### src/rtl/ats21_cmd_issuer.sv
`default_nettype none
// ============================================================================
//  Module   : ats21_cmd_issuer
//  Purpose  : Two-client command front-end for the ATS21 timer block. Each
//             client's instructions are queued, then issued as a two-beat
//             req transfer with the ATS21 status returned as a per-client
//             ack/nack.
//  Revision : 1.0  initial release
// ============================================================================
module ats21_cmd_issuer #(
  parameter int DEPTH    = 4,
  parameter int STAT_LAT = 1
) (
  input  logic        clk,
  input  logic        reset,
  input  logic        a_valid,
  output logic        a_ready,
  input  logic [31:0] a_instr,
  input  logic        b_valid,
  output logic        b_ready,
  input  logic [31:0] b_instr,
  output logic        req,
  output logic [15:0] ctrlA,
  output logic [15:0] ctrlB,
  input  logic [1:0]  stat,
  output logic        resp_a_valid,
  output logic        resp_a_ack,
  output logic        resp_b_valid,
  output logic        resp_b_ack,
  output logic        busy
);

  localparam int PTR_W   = $clog2(DEPTH);
  localparam int c_CNT_W = $clog2(STAT_LAT + 1);

  typedef enum logic [1:0] {
    S_IDLE = 2'd0,
    S_HI   = 2'd1,
    S_LO   = 2'd2,
    S_WAIT = 2'd3
  } state_t;

  state_t              r_state;
  state_t              w_state_nxt;

  logic [1:0]          w_push_valid;
  logic [1:0][31:0]    w_push_data;
  logic [1:0]          w_fifo_ready;
  logic [1:0]          w_fifo_nonempty;
  logic [1:0]          w_pop;
  logic [1:0][31:0]    w_head;

  logic [31:0]         r_inst_a;
  logic [31:0]         r_inst_b;
  logic                r_pa;
  logic                r_pb;
  logic [c_CNT_W-1:0]  r_wait_cnt;
  logic                r_resp_a_valid;
  logic                r_resp_a_ack;
  logic                r_resp_b_valid;
  logic                r_resp_b_ack;

  logic                w_req;
  logic [15:0]         w_ctrl_a;
  logic [15:0]         w_ctrl_b;
  logic                w_stat_capture;
  logic                w_nop_a;
  logic                w_nop_b;

  assign w_push_valid   = {b_valid, a_valid};
  assign w_push_data[0] = a_instr;
  assign w_push_data[1] = b_instr;

  // Index 0 is client A, index 1 is client B.
  generate
    for (genvar gi = 0; gi < 2; gi++) begin : g_fifo
      logic [31:0]      r_mem [DEPTH];
      logic [PTR_W-1:0] r_wr_ptr;
      logic [PTR_W-1:0] r_rd_ptr;
      logic [PTR_W:0]   r_count;
      logic             w_push;

      assign w_fifo_ready[gi]    = (r_count != (PTR_W+1)'(DEPTH));
      assign w_fifo_nonempty[gi] = (r_count != '0);
      assign w_push              = w_push_valid[gi] && w_fifo_ready[gi];
      assign w_head[gi]          = r_mem[r_rd_ptr];

      always_ff @(posedge clk) begin
        if (w_push) r_mem[r_wr_ptr] <= w_push_data[gi];
      end

      always_ff @(posedge clk or posedge reset) begin
        if (reset) begin
          r_wr_ptr <= '0;
          r_rd_ptr <= '0;
          r_count  <= '0;
        end else begin
          if (w_push)     r_wr_ptr <= r_wr_ptr + PTR_W'(1);
          if (w_pop[gi])  r_rd_ptr <= r_rd_ptr + PTR_W'(1);
          case ({w_push, w_pop[gi]})
            2'b10:   r_count <= r_count + (PTR_W+1)'(1);
            2'b01:   r_count <= r_count - (PTR_W+1)'(1);
            default: r_count <= r_count;
          endcase
        end
      end
    end
  endgenerate

  assign a_ready = w_fifo_ready[0];
  assign b_ready = w_fifo_ready[1];

  always_ff @(posedge clk or posedge reset) begin
    if (reset) r_state <= S_IDLE;
    else       r_state <= w_state_nxt;
  end

  // Bus outputs decode straight from the state register so reset clears them at once.
  always_comb begin
    w_state_nxt    = r_state;
    w_pop          = 2'b00;
    w_req          = 1'b0;
    w_ctrl_a       = 16'h0000;
    w_ctrl_b       = 16'h0000;
    w_stat_capture = 1'b0;
    case (r_state)
      S_IDLE: begin
        if (|w_fifo_nonempty) begin
          w_pop       = w_fifo_nonempty;
          w_state_nxt = S_HI;
        end
      end
      S_HI: begin
        w_req       = 1'b1;
        w_ctrl_a    = r_pa ? r_inst_a[31:16] : 16'h0000;
        w_ctrl_b    = r_pb ? r_inst_b[31:16] : 16'h0000;
        w_state_nxt = S_LO;
      end
      S_LO: begin
        w_req       = 1'b1;
        w_ctrl_a    = r_pa ? r_inst_a[15:0] : 16'h0000;
        w_ctrl_b    = r_pb ? r_inst_b[15:0] : 16'h0000;
        w_state_nxt = S_WAIT;
      end
      S_WAIT: begin
        if (r_wait_cnt == c_CNT_W'(1)) begin
          w_stat_capture = 1'b1;
          w_state_nxt    = S_IDLE;
        end
      end
      default: w_state_nxt = S_IDLE;
    endcase
  end

  // Opcode 000 is a nop; the ATS21 sees an idle upper half and we always ack it.
  assign w_nop_a = (r_inst_a[31:29] == 3'b000);
  assign w_nop_b = (r_inst_b[31:29] == 3'b000);

  always_ff @(posedge clk or posedge reset) begin
    if (reset) begin
      r_inst_a       <= '0;
      r_inst_b       <= '0;
      r_pa           <= 1'b0;
      r_pb           <= 1'b0;
      r_wait_cnt     <= '0;
      r_resp_a_valid <= 1'b0;
      r_resp_a_ack   <= 1'b0;
      r_resp_b_valid <= 1'b0;
      r_resp_b_ack   <= 1'b0;
    end else begin
      if (|w_pop) begin
        r_pa     <= w_pop[0];
        r_pb     <= w_pop[1];
        r_inst_a <= w_pop[0] ? w_head[0] : 32'h0;
        r_inst_b <= w_pop[1] ? w_head[1] : 32'h0;
      end
      if (r_state == S_LO)        r_wait_cnt <= c_CNT_W'(STAT_LAT);
      else if (r_state == S_WAIT) r_wait_cnt <= r_wait_cnt - c_CNT_W'(1);
      r_resp_a_valid <= w_stat_capture && r_pa;
      r_resp_a_ack   <= w_stat_capture && r_pa && (w_nop_a || stat[0]);
      r_resp_b_valid <= w_stat_capture && r_pb;
      r_resp_b_ack   <= w_stat_capture && r_pb && (w_nop_b || stat[1]);
    end
  end

  assign req          = w_req;
  assign ctrlA        = w_ctrl_a;
  assign ctrlB        = w_ctrl_b;
  assign resp_a_valid = r_resp_a_valid;
  assign resp_a_ack   = r_resp_a_ack;
  assign resp_b_valid = r_resp_b_valid;
  assign resp_b_ack   = r_resp_b_ack;
  assign busy         = (r_state != S_IDLE);

endmodule
`default_nettype wire

### config.mk
export PLATFORM = sky130hd
export DESIGN_NAME = ats21_cmd_issuer
export DESIGN_NICKNAME = d
export VERILOG_FILES = /design/src/rtl/ats21_cmd_issuer.sv
export SDC_FILE = /design/constraint.sdc
export NUM_CORES = 1
export LEC_CHECK = 0
export ABC_AREA = 1
export ABC_CLOCK_PERIOD_IN_PS = 7200
export CAP_MARGIN = 20
export CORE_MARGIN = 3
export CORE_UTILIZATION = 43
export DETAILED_ROUTE_END_ITERATION = 10
export DONT_BUFFER_PORTS = 1
export PLACE_DENSITY_LB_ADDON = 0.25
export SETUP_SLACK_MARGIN = 0.1
export SYNTH_ARGS = -nofsm -noshare
export SYNTH_HDL_FRONTEND = slang
export SYNTH_SLANG_ARGS = --single-unit
### constraint.sdc
create_clock -name clk -period 7.2 [get_ports clk]
set_input_delay 0.72 -clock clk [delete_from_list [all_inputs] [get_ports clk]]
set_output_delay 0.72 -clock clk [all_outputs]
set_load 0.005 [all_outputs]
==> qor.yml, run 1 <==
critical_path:
  regToRegSetupSlack_ps: 4040
  cp.required_ps: 7650
  cp_max_fo: 68
  worst-path-buf-inv: 3
  crit_type: "reg -> reg"
  crit_slowest_cell: "inv_2"
  crit_start: "r_state[0]"
  cp_top_family: "adder cells"
  crit_chain: "inv_1, ha_1, nand2_4, inv_2, ha_1, inv_1, fa_1, nor2_1, nor2_1, nand2_1, xor2_1"
  timing.rr.end: "g_fifo[0].r_count[2]"
  r2r_start: "r_state[0]"
  cp-end-kind: "flop"
  worstSetupPathDepth: 11
  arrival_ps: 3610
  start_kind: "flop"
  reg2reg_depth: 11
  cp-endpoint: "g_fifo[0].r_count[2]"
  cpPeakStageDelay_ps: 740
global_routing:
  grt.total_usage_pct: 18.7
  grt_pass1_vias: 8414
  grt_start_max_net_pins: 69
  grt_overflow_total: 0
  grt_pass1_wl_microns: 49400
  antenna_found_initial: 0
floorplan:
  die_h_microns: 185
  ios: 110
  core-area_sq_um: 31600
  die_area_sq_um: 34400
  die_x_microns: 185
  start_util_pct: 43.8
  num_rows: 65
logic_synthesis:
  netlist.area_leader.share_pct: 55.5
  avgSynthCellArea_sq_um: 11.4
  yosysWarnings: 0
  synthArstFlopShare_pct: 25.4
  yosys-top-cells-area: "edfxtp_1 (56%), dfrtp_1 (16%), nand2_1 (11%)"
  synth_top_area_cell: "edfxtp_1"
  ys_ff_latch: 343
  syn_area_sq_um: 13800
  yosysSeqAreaShare_pct: 71.2
  synth-edff-count: 256
  yosys.cell_count.top_type: "nand2_1"
  syn_nets: 1301
  synth-main-ff-cell: "edfxtp_1"
  yosys-top-cells-count: "nand2_1 (405), nand3_1 (260), edfxtp_1 (256)"
  synthCells: 1214
  yosysUniqueCellTypes: 26
cells_and_area:
  antennaDiodeCount: 0
  final_nets: 1289
  layout.cells.non_filler: 1633
  area_growth_pct: 11.1
  drive_above_1_share_pct: 8.20
routing:
  vias: 8659
  drc: 0
  wl_microns: 32000
  postRouteAntennaNets: 0
  dr.first_iter.drc_count: 593
  viasPerCell: 5.30
  avgRoutedWirePerCell_microns: 19.6
  dr.pass1.iters: 5
cts:
  clkSlewWorstSetupHoldPaths_ps: 60
  cts_hold_buf: 0
  cts_max_level: 2
  cts_root_buffer: "clkbuf_16"
  cts_resized: 0
  cts_tree: "yes"
  cts_buffers: 37
  clockBufferDepth: 3
  worstSkewPairLatency_ps: 520
  cts_setup_buffers: 0
  cts_sinks: 343
timing:
  relSlewSlack_pct: 49.3
  drv_slew: 0
  clock_skew_ps: 19.7
  rsz0062_at_grt: "false"
  setup_ws_ps: 4040
  timing.fmax_ghz: 0.316
  period_minus_slack_ps: 3160
  fin_setup_tns_ps: 0
  setup_viol: 0
  fin_crit_sh_pct: 43.9
  finalHoldViolations: 0
  worst_pin_slew_ps: 760
  holdWs_ps: 143
pwr:
  ir_drop_uv: 214
  pwr_density_cell_nw_per_um2: 447
  sw_frac_of_total_pct: 36.9
  p_sw_w: 0.00254
  power_frac_seq_pct: 41.7
  power.total_w: 0.00688
  p_clk_share_pct: 26.7
  p_leak_nw: 6.00
  combPwrFrac_pct: 31.7
  internal-power_w: 0.00434
placed_design:
  gp_congestion: 0.837
  io_buffers: 0
  dp_cells: 1564
  dpl_worst_slack_ps: 4020
  hpwl_microns: 18600
min_path:
  hold_path.class: "in -> async"
flow_run:
  drv_cap: 0
outcome:
  outcome: "completed"
-- stage by stage --
step / cell area, sq um / utilization [%]
floorplan: 13800 / -
global placement: 14100 / 44.7
detailed placement: 14200 / 44.8
CTS: 15400 / 48.6
global route: 15400 / 48.6
finish: 15400 / 48.6
-- cells by family after synthesis --
family / synth area share (%)
flops: 71.2
xor+xnor: 0.379
buf+inv: 3.62
compound gates: 1.64
simple gates: 21.5
fa+ha+maj: 1.64
-- per-layer routing --
layer | global-route usage (%) | wire length (microns)
met4 | 6.09 | 810
met3 | 5.34 | 2440
met5 | 0 | 0
met1 | 26.1 | 14300
met2 | 28.6 | 14500
-- worst reg2reg max path: cells and delay by family (launching register included) --
family        cells  cell delay [ps]
flops             1              410
fa+ha+maj         3              940
buf+inv           3              940
simple gates      4              670
xor+xnor          1              140
-- registers in the layout (all words and copies together) (netlist names) --
signal	count
g_fifo.r_mem	256
r_inst_a	32
r_inst_b	32
g_fifo.r_count	6
g_fifo.r_rd_ptr	4
g_fifo.r_wr_ptr	4
r_state	2
r_pa	1
r_pb	1
r_wait_cnt	1
resp_a_ack	1
resp_a_valid	1
resp_b_ack	1
resp_b_valid	1
-- worst min path at each step --
stage                               from               endpoint  slack [ps]
finish                             reset  g_fifo[0].r_wr_ptr[1]         140
global route                       reset  g_fifo[0].r_wr_ptr[1]         190
CTS                                reset  g_fifo[0].r_wr_ptr[0]         160
detailed placement  g_fifo[1].r_count[0]   g_fifo[1].r_count[0]         480
global placement    g_fifo[1].r_count[0]   g_fifo[1].r_count[0]         480
floorplan           g_fifo[1].r_count[0]   g_fifo[1].r_count[0]         470
-- layout by cell type, fill, tap and decap left out, types with 2 or more instances in the layout --
master      netlist  routed
dfrtp_2           0       2
clkinvlp_4        0       3
clkbuf_8          0       5
nand2_1         405     405
buf_4             5      17
o21a_1            2       2
clkbuf_1         17       5
nor3_1            2       2
nand2_2           3       3
clkinv_2          0       7
clkinv_1          0       6
o21ai_0           6       6
a21oi_1          35      35
dfrtp_1          87      85
xnor2_1           2       2
clkbuf_16         0      39
inv_6             0       2
nand3_1         260     260
inv_1            31      28
inv_2             4       6
buf_12            0       2
edfxtp_1        256     256
xor2_1            4       4
nor2_2            1       9
fa_1              2       2
nor2_1           24      16
ha_1             15      15
-- area by class of cell --
type,count,area (sq um)
fillers,2775,16300
flip-flops and latches,343,9870
multi-input cells,765,3500
clock buffers,49,1060
well taps,402,503
repair buffers,20,183
inverters,35,134
clock inverters,19,128
-- power groups by stage --
stage               clock, W  sequential [W]  combinational [W]
global route         0.00195         0.00291            0.00247
global placement           0         0.00290            0.00213
CTS                  0.00187         0.00287            0.00220
finish               0.00183         0.00287            0.00218
floorplan                  0         0.00285            0.00162
detailed placement         0         0.00290            0.00219
Power figures use the tool's default switching activity.
==> inputs of run 2 (changes only) <==
- ABC_CLOCK_PERIOD_IN_PS: 7200 -> 2990
- clock period: 7.2 -> 2.99 ns (I/O delays scaled with it)
==> qor.yml, run 2 (synthesized netlist as in run 1, its figures left out) <==
timing:
  timing.fmax_ghz: 0.398
  worst_pin_slew_ps: 827  # was 760 ps
  setup_viol: 0  # unchanged
  relSlewSlack_pct: 44.9  # was 49.3%
  rsz0062_at_grt: "false"  # unchanged
  drv_slew: 0  # unchanged
  period_minus_slack_ps: 2510
  fin_setup_tns_ps: 0  # unchanged
  clock_skew_ps: 24.5  # was 19.7 ps
  fin_crit_sh_pct: 84.1
  finalHoldViolations: 0  # unchanged
critical_path:
  arrival_ps: 2210  # was 3610 ps
  crit_type: "reg -> out"  # was reg -> reg
  cp_max_fo: 16  # was 68
  cpPeakStageDelay_ps: 430  # was 740 ps
  crit_chain: "inv_1, ha_1, nand2_1, a21oi_1"  # was inv_1, ha_1, nand2_4, inv_2, ha_1, inv_1, fa_1, nor2_1, nor2_1, nand2_1, xor2_1
  cp-end-kind: "output pin"  # was flop
  start_kind: "flop"  # unchanged
  crit_slowest_cell: "a21oi_1"  # was inv_2
  cp.required_ps: 2690  # was 7650 ps
cells_and_area:
  area_growth_pct: 16.4  # was 11.1%
  top_register: "g_fifo.r_mem"  # unchanged
  multi_input_area_sq_um: 3500  # unchanged
  layout_commonest_cell: "nand2_1"  # unchanged
  regArea_sq_um: 9870  # unchanged
  final_util_pct: 51.0  # was 48.6%
  layout.cells.non_filler: 1710  # was 1633
  layout_common_cells: "nand2_1 (405), nand3_1 (260), edfxtp_1 (256)"  # unchanged
  drive_above_1_share_pct: 8.12  # was 8.20%
  fillCellCount: 2754  # was 2775
  reg.largest.list: "g_fifo.r_mem: 256 flops, r_inst_a: 32 flops, r_inst_b: 32 flops"  # unchanged
  largest_reg_flops: 256  # unchanged
  final_nets: 1363  # was 1289
outcome:
  outcome: "completed"  # unchanged
global_routing:
  grt.total_usage_pct: 19.1  # was 18.7%
  grt_overflow_total: 0  # unchanged
  grt_pass1_wl_microns: 50900  # was 49400 microns
  antenna_found_initial: 4  # was 0
  grt_start_max_net_pins: 68  # was 69
  grt_pass1_vias: 8787  # was 8414
placed_design:
  dp_cells: 1571  # was 1564
  gp_congestion: 0.754  # was 0.837
  io_buffers: 0  # unchanged
  hpwl_microns: 18200  # was 18600 microns
cts:
  cts_max_level: 2  # unchanged
  worstSkewPairLatency_ps: 530  # was 520 ps
  cts_buffers: 38  # was 37
  clkSlewWorstSetupHoldPaths_ps: 60  # about the same
  cts_root_buffer: "clkbuf_16"  # unchanged
  cts_setup_buffers: 0  # unchanged
  cts_tree: "yes"  # unchanged
  cts_sinks: 343  # unchanged
  clockBufferDepth: 3  # unchanged
pwr:
  pwr_density_cell_nw_per_um2: 1040  # was 447 nW/um^2
  ir_drop_uv: 595  # was 214 uV
  p_leak_nw: 6.32  # was 6.00 nW
routing:
  wl_microns: 32700  # was 32000 microns
  drc: 0  # unchanged
  dr.first_iter.drc_count: 807  # was 593
  avgRoutedWirePerCell_microns: 19.1  # was 19.6 microns
  vias: 8960  # was 8659
  viasPerCell: 5.24  # was 5.30
  dr.pass1.iters: 5  # unchanged
  postRouteAntennaNets: 0  # unchanged
floorplan:
  die_h_microns: 185  # unchanged
  num_rows: 65  # unchanged
  ios: 110  # unchanged
  die_area_sq_um: 34400  # unchanged
  die_x_microns: 185  # unchanged
  start_util_pct: 43.8  # unchanged
  core-area_sq_um: 31600  # unchanged
min_path:
  hold_path.class: "in -> reg"  # was in -> async
flow_run:
  drv_cap: 0  # unchanged
-- run 2: cell count changes in the layout (fill, tap and decap cells not counted), sizes merged --
| cell | change |
|---|---|
| inv | -2 |
| clkinv | -2 |
| clkinvlp | -3 |
| diode | +2 |
| clkbuf | +9 |
| dlygate4sd3 | +67 |
| buf | +6 |
-- run 2: worst max-delay path, delay by kind of cell (launching register included) --
family | cells | cell delay (ps)
buffers and inverters | 1 | 90
AND/OR/NAND/NOR | 1 | 380
AO/OA/AOI/OAI | 1 | 430
flip-flops | 1 | 390
adder cells (fa/ha/maj) | 1 | 400
-- run 2: report_power, final --
group          internal, W  switching (W)
Combinational      0.00150        0.00390
Clock              0.00266        0.00183
Sequential         0.00644       0.000467
Total               0.0106        0.00620
-- run 2: final timing paths --
| check | start | end | slack (ps) | cells past startpoint |
|---|---|---|---|---|
| worst max-delay path | r_state[0] | ctrlB[6] | 480 | 4 |
| worst min-delay path | a_valid | g_fifo[0].r_wr_ptr[0] | 80 | 2 |
| worst max register to register | g_fifo[0].r_count[0] | g_fifo[0].r_count[2] | 990 | 10 |
| worst min register to register | g_fifo[1].r_count[0] | g_fifo[1].r_count[0] | 500 | 1 |
| max in group asynchronous | reset | r_inst_b[31] | 1890 | 3 |
| min in group asynchronous | reset | g_fifo[1].r_wr_ptr[1] | 410 | 2 |
-- run 2: cell type report --
type	count	area share (%)
diodes	2	0.0310
clock buffers	58	6.87
clock inverters	12	0.683
inverters	35	0.831
multi-input cells	765	21.7
flip-flops and latches	343	61.2
well taps	402	3.12
repair buffers	93	5.53
-- run 2: per-stage QoR --
stage	hold slack, ps	instance area, sq um	total power (W)	setup slack, ps
floorplan	398	13800	0.0108	441
detailed placement	361	14200	0.0123	1000
finish	82.0	16100	0.0168	476
global route	85.1	16100	0.0179	339
CTS	63.5	16100	0.0169	447
global placement	367	14200	0.0122	1000
-- run 2: routing by layer --
layer	global-route usage [%]	routed length, microns	vias up
li1	-	-	4285
met1	27.3	15000	4363
met2	29.5	14900	251
met3	3.97	1920	57
met4	6.15	851	4
met5	0	14	-
-- run 2: what timing repair did --
action	CTS	global route
resized for setup	0	0
hold buffers	67	0
hold endpoints to repair	310	0
==> inputs of run 3 (changes only) <==
- ABC_CLOCK_PERIOD_IN_PS: 2990 -> 2400
- clock period: 2.99 -> 2.4 ns (I/O delays scaled with it)
==> qor.yml, run 3 (synthesized netlist as in run 1, its figures left out) <==
critical_path:
  cp-endpoint: "ctrlA[12]"  # was ctrlB[6]
  r2r_start: "g_fifo[0].r_count[0]"  # unchanged
  cp_top_family: "adder cells"  # was compound AO/OA/AOI/OAI gates
  regToRegSetupSlack_ps: 410  # was 990 ps
  crit_start: "r_state[1]"  # was r_state[0]
  cp-end-kind: "output pin"  # unchanged
  cpPeakStageDelay_ps: 450  # was 430 ps
  reg2reg_depth: 10  # unchanged
  cp_max_fo: 16  # unchanged
  crit_chain: "inv_1, ha_2, nand2_4, a21oi_1"  # was inv_1, ha_1, nand2_1, a21oi_1
  timing.rr.end: "g_fifo[0].r_count[2]"  # unchanged
  crit_type: "reg -> out"  # unchanged
  crit_slowest_cell: "ha_2"  # was a21oi_1
  cp.required_ps: 2160  # was 2690 ps
  worstSetupPathDepth: 4  # unchanged
  arrival_ps: 1920  # was 2210 ps
  worst-path-buf-inv: 1  # unchanged
  start_kind: "flop"  # unchanged
floorplan:
  die_x_microns: 185  # unchanged
  core-area_sq_um: 31600  # unchanged
  ios: 110  # unchanged
  start_util_pct: 43.8  # unchanged
  die_h_microns: 185  # unchanged
  die_area_sq_um: 34400  # unchanged
  num_rows: 65  # unchanged
global_routing:
  grt_start_max_net_pins: 88  # was 68
  antenna_found_initial: 3  # was 4
  grt.total_usage_pct: 19.1  # about the same
  grt_pass1_wl_microns: 51100  # was 50900 microns
  grt_pass1_vias: 8627  # was 8787
  grt_overflow_total: 0  # unchanged
cells_and_area:
  fillCellCount: 2702  # was 2754
  reg.largest.list: "g_fifo.r_mem: 256 flops, r_inst_a: 32 flops, r_inst_b: 32 flops"  # unchanged
  drive_above_1_share_pct: 9.42  # was 8.12%
  final_area_sq_um: 16300  # was 16100 sq um
  layout_common_cells: "nand2_1 (403), nand3_1 (260), edfxtp_1 (256)"  # was nand2_1 (405), nand3_1 (260), edfxtp_1 (256)
  top_register: "g_fifo.r_mem"  # unchanged
  final_nets: 1365  # was 1363
  area_growth_pct: 18.0  # was 16.4%
  layout.cells.non_filler: 1709  # was 1710
  layout_commonest_cell: "nand2_1"  # unchanged
  largest_reg_flops: 256  # unchanged
pwr:
  ir_drop_uv: 734  # was 595 uV
  p_clk_share_pct: 26.8  # was 26.7%
  combPwrFrac_pct: 32.9  # was 32.1%
  internal-power_w: 0.0135  # was 0.0106 W
  sw_frac_of_total_pct: 36.7  # was 36.9%
  pwr_density_cell_nw_per_um2: 1310  # was 1040 nW/um^2
  power_frac_seq_pct: 40.3  # was 41.1%
  power.total_w: 0.0214  # was 0.0168 W
  p_sw_w: 0.00784  # was 0.00620 W
  p_leak_nw: 6.39  # was 6.32 nW
cts:
  cts_buffers: 38  # unchanged
  cts_max_level: 2  # unchanged
  cts_root_buffer: "clkbuf_16"  # unchanged
  cts_sinks: 343  # unchanged
  worstSkewPairLatency_ps: 510  # was 530 ps
  cts_setup_buffers: 0  # unchanged
  clkSlewWorstSetupHoldPaths_ps: 60  # about the same
  clockBufferDepth: 3  # unchanged
  cts_tree: "yes"  # unchanged
timing:
  rsz0062_at_grt: "false"  # unchanged
  fin_setup_tns_ps: 0  # unchanged
  drv_slew: 0  # unchanged
  clock_skew_ps: 13.7  # was 24.5 ps
  relSlewSlack_pct: 44.0  # was 44.9%
  timing.fmax_ghz: 0.464
  fin_crit_sh_pct: 89.8
  worst_pin_slew_ps: 840  # was 827 ps
  period_minus_slack_ps: 2160
  setup_viol: 0  # unchanged
  finalHoldViolations: 0  # unchanged
  setup_ws_ps: 244  # was 476 ps
outcome:
  outcome: "completed"  # unchanged
placed_design:
  dpl_worst_slack_ps: 401  # was 1000 ps
  io_buffers: 0  # unchanged
  hpwl_microns: 18200  # about the same
  gp_congestion: 0.761  # was 0.754
  placed_area_sq_um: 14400  # was 14200 sq um
  dp_cells: 1573  # was 1571
routing:
  dr.pass1.iters: 5  # unchanged
  drc: 0  # unchanged
  avgRoutedWirePerCell_microns: 19.2  # was 19.1 microns
  postRouteAntennaNets: 0  # unchanged
  vias: 8989  # was 8960
  wl_microns: 32900  # was 32700 microns
  dr.first_iter.drc_count: 752  # was 807
  viasPerCell: 5.26  # was 5.24
flow_run:
  drv_cap: 0  # unchanged
min_path:
  hold_path.class: "in -> reg"  # unchanged
## run 3: power by group through the flow
stage               Combinational (W)  Clock [W]  Sequential, W
floorplan                     0.00488          0        0.00855
CTS                           0.00703    0.00585        0.00859
global route                  0.00788    0.00611        0.00873
global placement              0.00677          0        0.00868
finish                        0.00703    0.00573        0.00860
detailed placement            0.00682          0        0.00869
## run 3: metrics by stage
| step | util [%] | hold WS [ps] |
|---|---|---|
| CTS | 51.6 | 30.5 |
| finish | 51.7 | 45.1 |
| global placement | 45.4 | 299 |
| floorplan | - | 339 |
| global route | 51.7 | 76.3 |
| detailed placement | 45.4 | 292 |
## run 3: worst reg2reg max path: cells and delay by family (launching register included)
| kind | cells | cell delay, ps |
|---|---|---|
| flops | 1 | 410 |
| fa+ha+maj | 2 | 560 |
| xor+xnor | 1 | 140 |
| simple gates | 6 | 730 |
| buf+inv | 1 | 60 |
## run 3: layer usage
metal / track usage, % / vias to the layer above / wire length, microns
li1: - / 4286 / -
met1: 28.6 / 4382 / 15200
met2: 28.9 / 261 / 14900
met3: 3.36 / 56 / 1960
met4: 5.40 / 4 / 740
met5: 0 / - / 21
## run 3: what timing repair did
item / 4_1_cts / 5_1_grt
hold buffers: 67 / 0
resized for setup: 8 / 7
setup endpoints to repair: 32 / 32
gates cloned: 0 / 0
endpoints found under the hold margin: 345 / 0
## run 3: layout make-up
class / count / area (sq um) / share of cell area [%]
flip-flops and latches: 343 / 9870 / 60.4
multi-input cells: 765 / 3550 / 21.7
clock buffers: 51 / 1100 / 6.75
repair buffers: 95 / 1030 / 6.33
well taps: 402 / 503 / 3.08
clock inverters: 17 / 146 / 0.896
inverters: 35 / 135 / 0.827
diodes: 1 / 2.50 / 0.0153
## run 3: how the worst min path moves through the flow
stage	startpoint	end	slack [ps]	cells past startpoint
floorplan	a_instr[0]	g_fifo[0].r_mem[0][0]	340	0
finish	a_valid	g_fifo[0].r_wr_ptr[1]	50	2
global route	a_valid	g_fifo[0].r_wr_ptr[1]	80	2
global placement	reset	r_inst_a[10]	300	2
CTS	a_valid	g_fifo[0].r_wr_ptr[1]	30	2
detailed placement	reset	r_inst_a[10]	290	2
